===== src/rtl/uart_tx_gen2.sv =====
// uart_tx_gen2: buffered UART transmitter, runtime frame format.
// FIFO front end, oversampled bit timing and break generation.
module uart_tx_gen2 #(
  parameter int DATA_MAX   = 9,
  parameter int FIFO_DEPTH = 16,
  parameter int OVERSAMPLE = 16
) (
  input  logic                          clk_i,
  input  logic                          rst_i,
  input  logic                          ov_baud_rt_i,
  input  logic                          enable_i,
  input  logic [DATA_MAX-1:0]           data_i,
  input  logic                          write_i,
  input  logic                          flush_i,
  input  logic [3:0]                    data_width_i,
  input  logic [2:0]                    parity_mode_i,
  input  logic [1:0]                    stop_bits_i,
  input  logic                          msb_first_i,
  input  logic                          break_req_i,
  output logic                          tx_o,
  output logic                          tx_done_o,
  output logic                          idle_o,
  output logic                          fifo_empty_o,
  output logic                          fifo_full_o,
  output logic [$clog2(FIFO_DEPTH):0]   fifo_count_o,
  output logic                          overflow_o
);

  localparam int AW = $clog2(FIFO_DEPTH);
  localparam int CW = $clog2(2 * OVERSAMPLE);

  localparam logic [2:0] S_IDLE   = 3'd0;
  localparam logic [2:0] S_START  = 3'd1;
  localparam logic [2:0] S_DATA   = 3'd2;
  localparam logic [2:0] S_PARITY = 3'd3;
  localparam logic [2:0] S_STOP   = 3'd4;
  localparam logic [2:0] S_BREAK  = 3'd5;

  localparam logic [CW-1:0] LIM_ONE  = CW'(OVERSAMPLE - 1);
  localparam logic [CW-1:0] LIM_HALF = CW'(3 * OVERSAMPLE / 2 - 1);
  localparam logic [CW-1:0] LIM_TWO  = CW'(2 * OVERSAMPLE - 1);
  localparam logic [CW-1:0] TICK_ONE = CW'(1);
  localparam logic [AW-1:0] PTR_ONE  = AW'(1);
  localparam logic [AW:0]   CNT_ONE  = (AW + 1)'(1);
  localparam logic [AW:0]   CNT_FULL = (AW + 1)'(FIFO_DEPTH);
  localparam logic [3:0]    W_MIN    = 4'd5;
  localparam logic [3:0]    W_MAX    = 4'(DATA_MAX);

  logic [DATA_MAX-1:0] mem_q [FIFO_DEPTH];
  logic [AW-1:0]       wr_ptr_q, rd_ptr_q;
  logic [AW:0]         count_q;
  logic                ovf_q;
  logic                empty, full, push, pop, drop;

  logic [2:0]          state_q, state_d;
  logic [CW-1:0]       tick_q, tick_d, lim;
  logic [3:0]          idx_q, idx_d;
  logic [DATA_MAX-1:0] data_q, data_m, shifted;
  logic [3:0]          width_q, width_c, pos;
  logic                par_en_q, par_bit_q;
  logic                par_en_c, par_bit_c;
  logic [1:0]          stop_q;
  logic                msb_q;
  logic                tx_q, done_q;
  logic                line, bit_end, can_go, load;

  assign empty  = (count_q == '0);
  assign full   = (count_q == CNT_FULL);
  assign can_go = !empty && enable_i && !break_req_i;
  assign pop    = load;
  assign push   = write_i && !flush_i && (!full || pop);
  assign drop   = write_i && !flush_i && full && !pop;

  // FIFO storage; no reset needed, occupancy guards reads
  always_ff @(posedge clk_i) begin
    if (push) mem_q[wr_ptr_q] <= data_i;
  end

  // FIFO pointers, occupancy and overflow pulse
  always_ff @(posedge clk_i) begin
    if (rst_i) begin
      wr_ptr_q <= '0;
      rd_ptr_q <= '0;
      count_q  <= '0;
      ovf_q    <= 1'b0;
    end else begin
      ovf_q <= drop;
      if (flush_i) begin
        wr_ptr_q <= '0;
        rd_ptr_q <= '0;
        count_q  <= '0;
      end else begin
        if (push) wr_ptr_q <= wr_ptr_q + PTR_ONE;
        if (pop)  rd_ptr_q <= rd_ptr_q + PTR_ONE;
        case ({push, pop})
          2'b10:   count_q <= count_q + CNT_ONE;
          2'b01:   count_q <= count_q - CNT_ONE;
          default: count_q <= count_q;
        endcase
      end
    end
  end

  // Frame setup from the FIFO head and live config inputs
  always_comb begin
    width_c = data_width_i;
    if (data_width_i < W_MIN) width_c = W_MIN;
    else if (data_width_i > W_MAX) width_c = W_MAX;
    data_m = '0;
    for (int i = 0; i < DATA_MAX; i++)
      data_m[i] = mem_q[rd_ptr_q][i] && (i < int'(width_c));
    par_en_c  = 1'b1;
    par_bit_c = 1'b0;
    case (parity_mode_i)
      3'd1:    par_bit_c = ^data_m;
      3'd2:    par_bit_c = ~^data_m;
      3'd3:    par_bit_c = 1'b1;
      3'd4:    par_bit_c = 1'b0;
      default: par_en_c  = 1'b0;
    endcase
  end

  // Tick limit of the current bit; only stop bits vary
  always_comb begin
    lim = LIM_ONE;
    if (state_q == S_STOP) begin
      case (stop_q)
        2'd1:    lim = LIM_HALF;
        2'd2:    lim = LIM_TWO;
        default: lim = LIM_ONE;
      endcase
    end
  end

  assign bit_end = ov_baud_rt_i && (tick_q == lim);
  assign pos     = msb_q ? (width_q - 4'd1 - idx_q) : idx_q;
  assign shifted = data_q >> pos;

  // Frame sequencer: next state, tick/bit counters, line level
  always_comb begin
    state_d = state_q;
    tick_d  = tick_q;
    idx_d   = idx_q;
    load    = 1'b0;
    line    = 1'b1;
    if (ov_baud_rt_i) tick_d = bit_end ? '0 : tick_q + TICK_ONE;
    unique case (state_q)
      S_IDLE: begin
        tick_d = '0;
        idx_d  = '0;
        if (break_req_i) begin
          state_d = S_BREAK;
        end else if (can_go) begin
          state_d = S_START;
          load    = 1'b1;
        end
      end
      S_START: begin
        line = 1'b0;
        if (bit_end) state_d = S_DATA;
      end
      S_DATA: begin
        line = shifted[0];
        if (bit_end) begin
          if (idx_q == width_q - 4'd1) begin
            idx_d   = '0;
            state_d = par_en_q ? S_PARITY : S_STOP;
          end else begin
            idx_d = idx_q + 4'd1;
          end
        end
      end
      S_PARITY: begin
        line = par_bit_q;
        if (bit_end) state_d = S_STOP;
      end
      S_STOP: begin
        if (bit_end) begin
          if (can_go) begin
            state_d = S_START;
            load    = 1'b1;
          end else begin
            state_d = S_IDLE;
          end
        end
      end
      S_BREAK: begin
        // hold low while requested, then one bit time of mark
        if (break_req_i) begin
          line   = 1'b0;
          tick_d = '0;
        end else if (bit_end) begin
          state_d = S_IDLE;
        end
      end
      default: begin
        state_d = S_IDLE;
        tick_d  = '0;
      end
    endcase
  end

  // Sequencer state, registered line and end-of-frame pulse
  always_ff @(posedge clk_i) begin
    if (rst_i) begin
      state_q <= S_IDLE;
      tick_q  <= '0;
      idx_q   <= '0;
      tx_q    <= 1'b1;
      done_q  <= 1'b0;
    end else begin
      state_q <= state_d;
      tick_q  <= tick_d;
      idx_q   <= idx_d;
      tx_q    <= line;
      done_q  <= (state_q == S_STOP) && bit_end;
    end
  end

  // Per-frame configuration captured as the frame starts
  always_ff @(posedge clk_i) begin
    if (rst_i) begin
      data_q    <= '0;
      width_q   <= W_MIN;
      par_en_q  <= 1'b0;
      par_bit_q <= 1'b0;
      stop_q    <= 2'd0;
      msb_q     <= 1'b0;
    end else if (load) begin
      data_q    <= data_m;
      width_q   <= width_c;
      par_en_q  <= par_en_c;
      par_bit_q <= par_bit_c;
      stop_q    <= stop_bits_i;
      msb_q     <= msb_first_i;
    end
  end

  assign tx_o         = tx_q;
  assign tx_done_o    = done_q;
  assign idle_o       = (state_q == S_IDLE);
  assign fifo_empty_o = empty;
  assign fifo_full_o  = full;
  assign fifo_count_o = count_q;
  assign overflow_o   = ovf_q;

endmodule


===== config.mk =====
export PLATFORM = sky130hd
export DESIGN_NAME = uart_tx_gen2
export DESIGN_NICKNAME = d
export VERILOG_FILES = /design/src/rtl/uart_tx_gen2.sv
export SDC_FILE = /design/constraint.sdc
export NUM_CORES = 1
export LEC_CHECK = 0
export BUFFER_PORTS_ARGS = -buffer_cell sky130_fd_sc_hd__buf_2
export CAP_MARGIN = 20
export CORE_UTILIZATION = 50
export CTS_CLUSTER_DIAMETER = 120
export DETAILED_ROUTE_END_ITERATION = 16
export GPL_ROUTABILITY_DRIVEN = 0
export PLACE_DENSITY = 0.78
export SYNTH_ARGS = -nofsm -noshare
export SYNTH_HDL_FRONTEND = slang
export SYNTH_SLANG_ARGS = --single-unit

===== constraint.sdc =====
create_clock -name clk_i -period 4.95 [get_ports clk_i]
set_clock_uncertainty 0.2 [all_clocks]
set_input_delay 0 -clock clk_i [delete_from_list [all_inputs] [get_ports clk_i]]
set_output_delay 0 -clock clk_i [all_outputs]
set_load 0.1 [all_outputs]

==> results.md <==
* Status: completed
* ANT nets after route at 0
* DRC at 0
* Clock transition at the registers of the reported paths at 70 ps
* CTS buffer count at 17
* CP startpoint kind: flip-flop
* Avg Cell Area, Syn at 14.4 µm²
* Final hold violation count at 0
* Crit path kind: flip-flop to flip-flop
* Tcrit/Tclk final at 0.914
* Synth top area share at 0.524
* Starting DRT DRC Count at 462
* Total number of vias at 5,069
* Worst vdd ir at 0.000341 V
* Post-detail-place hpwl at 11.3 mm
* Setup tns final at 0 ps
* Setup violators final at 0
* Number of flops mapped to enable cells by yosys at 144
* Synth warn at 0
* Fmax at 0.221 GHz
* Lkg Pwr at 3.25 nW
* Combinational power share at 0.088
* Crit path max fanout at 23
* Reg power frac at 0.526
* Height of the chip at 130 µm
* Initial antenna violation count at 0
* # Post-CTS Setup Buffers at 0
* Ys flop type: edfxtp_1
* Worst-Skew Late Latency at 440 ps
* Row count at 46
* Initial Util at 0.516
* Worst Hold Margin at 132 ps
* Sw Share at 0.257
* Required time of the worst setup path at 5130 ps
* GRT Resource Usage Total at 0.227
* Worst Hold Class: input port to flip-flop
* WHS Endpoint: state_q[0]$_SDFFE_PP0P_
* Cells after DPL at 805
* IO Count at 37
* Max Cap Viol at 0
* Clk sinks at 194
* Pre-antenna DRT Iters at 5
* DR WL/cell at 20.3 µm
* Nets@finish at 689
* Area of the core at 16,000 µm²
* Gr ovfl total at 0
* PnR worst setup slack at 425 ps
* CTS max path bufs at 2
* Int Power at 2.53 mW
* H-tree Lvls at 4
* Largest net degree at the start of global routing at 37
* RSZ-0062 raised after global routing: no
* Post-synth top area cell: edfxtp_1
* Final core occ at 0.599
* Hold path depth at 5
* Final WL at 17.7 mm
* Place WS at 940 ps
* Clk pwr share at 0.386
* Hold Crit Start: enable_i
* Layout cells sized above 1 at 0.184
* CP arrival at 4710 ps
* Die width at 130 µm
* Worst reg-to-reg path cell count at 11
* Vias per std cell at 5.80
* Most frequent cells in the layout: edfxtp_1, nand2_1, nor2_1
* Die ar. at 17,000 µm²
* Post-route non-filler standard cell count at 874
* Sw Pwr at 877 µW
* Most common library cell in the layout ignoring fill and taps: edfxtp_1
* TritonCTS clock tree: yes
* Synth area leaders: edfxtp_1, dfxtp_1, mux4_2
* R2R setup slack at 420 ps
* Worst slew pin tran at 791 ps
* Root Buffer: clkbuf_16
* Number of diodes at 0
* Area grow syn2layout at 16.1%
* Global-route wire length before repair at 27.6 mm
* I/O Buffers at 36
* Sequential area share after synthesis at 0.645
* Tmin final at 4530 ps
* Relative slew margins at 0.471
* R2R Path End: par_bit_q$_SDFFE_PP0N_
* Yosys reg bits at 194
* Post-synth cell types at 54
* Final Max Tran Viols at 0
* Pwr Density at 356 nW/µm²
* Worst Setup End Kind: flip-flop
* Syn Nets at 616
* Async set-reset flop share out of synthesis at 0
* Synth Instances at 573
* Vias in the first global route at 5,082
* Post-Syn Area at 8260 µm²
## final cells by class
class | count | area, µm²
Inverter | 17 | 63.8
Tap cell | 216 | 270
Clock inverter | 14 | 138
Timing Repair Buffer | 84 | 636
Sequential cell | 194 | 5330
Multi-Input combinational cell | 332 | 2720
Clock buffer | 17 | 425
Fill cell | 1224 | 6420
## synthesized netlist by cell type, drive strengths merged (10+ instances only)
cell      n
a21oi    40
a22oi    14
buf      14
clkbuf   16
dfxtp    50
edfxtp  144
ha       15
inv      17
mux2i    10
mux4     37
nand2    53
nor2     50
xnor2    14
xor2     11
## logic make-up (layout without fill, tap and decap cells)
| group | after synthesis | count (layout) | share of synthesized area |
|---|---|---|---|
| muxes | 47 | 47 | 0.114 |
| buffers and inverters | 47 | 132 | 0.0268 |
| adders and majority gates | 17 | 17 | 0.0276 |
| xor gates and xnor gates | 26 | 26 | 0.0302 |
| DFF | 194 | 194 | 0.645 |
| and+or+nand+nor | 154 | 154 | 0.0850 |
| AOI/OAI and AO/OA | 88 | 88 | 0.0714 |
## stage by stage
step / cell area [µm²] / power (mW)
5_1_grt: 9580 / 3.51
2_1_floorplan: 8260 / 2.03
3_3_place_gp: 8640 / 2.09
6_report: 9580 / 3.41
4_1_cts: 9580 / 3.42
3_5_place_dp: 8640 / 2.10
## flip-flops by register name, summed over array words and instances, names as in the netlist, named ones only
name          cells
mem_q           144
data_q            9
fifo_count_o      5
tick_q            5
idx_q             4
rd_ptr_q          4
width_q           4
wr_ptr_q          4
state_q           3
stop_q            2
msb_q             1
overflow_o        1
par_bit_q         1
par_en_q          1
tx_done_o         1
tx_o              1
## critical path, cell delays in order (launching register included)
cell           delay (ps)
dfxtp_4               650
mux4_2                620
a22oi_1               370
nand2_1               190
xnor2_2               180
xnor3_1               360
xnor2_1               230
mux2i_1                90
or3_1                 300
dlygate4sd3_1         580
a21oi_2               130
dlygate4sd3_1         560
## power groups by stage
stage               registers (mW)  logic (mW)  clock network, mW
floorplan                     1.83       0.192                  0
global placement              1.83       0.266                  0
detailed placement            1.83       0.277                  0
CTS                           1.79       0.298               1.33
global route                  1.80       0.322               1.39
finish                        1.79       0.301               1.31
## timing repair
item | CTS | global route
hold buffers | 38 | 0
endpoints found under the hold margin | 193 | 0
endpoints found under the setup margin | 0 | 1
gates resized for setup | 0 | 1
## per-layer routing
metal	GRT usage	wire length, µm
met5	0	0
met3	0.0480	1100
met4	0.0926	467
met1	0.292	7390
met2	0.376	8760
## how the worst max path moves through the flow
stage,from,end,slack [ps],cells past startpoint
final,flip-flop,par_bit_q$_SDFFE_PP0N_,420,11
after global routing,flip-flop,par_bit_q$_SDFFE_PP0N_,190,12
after CTS,flip-flop,par_bit_q$_SDFFE_PP0N_,130,11
after detailed placement,state_q[2]$_SDFFE_PP0P_,mem_q[7][2]$_DFFE_PP_,940,7
after global placement,state_q[2]$_SDFFE_PP0P_,mem_q[7][0]$_DFFE_PP_,1060,8
after floorplan,fifo_count_o[0]$_SDFFE_PP0P_,mem_q[3][0]$_DFFE_PP_,1100,5
(Power assumes the default switching activity.)
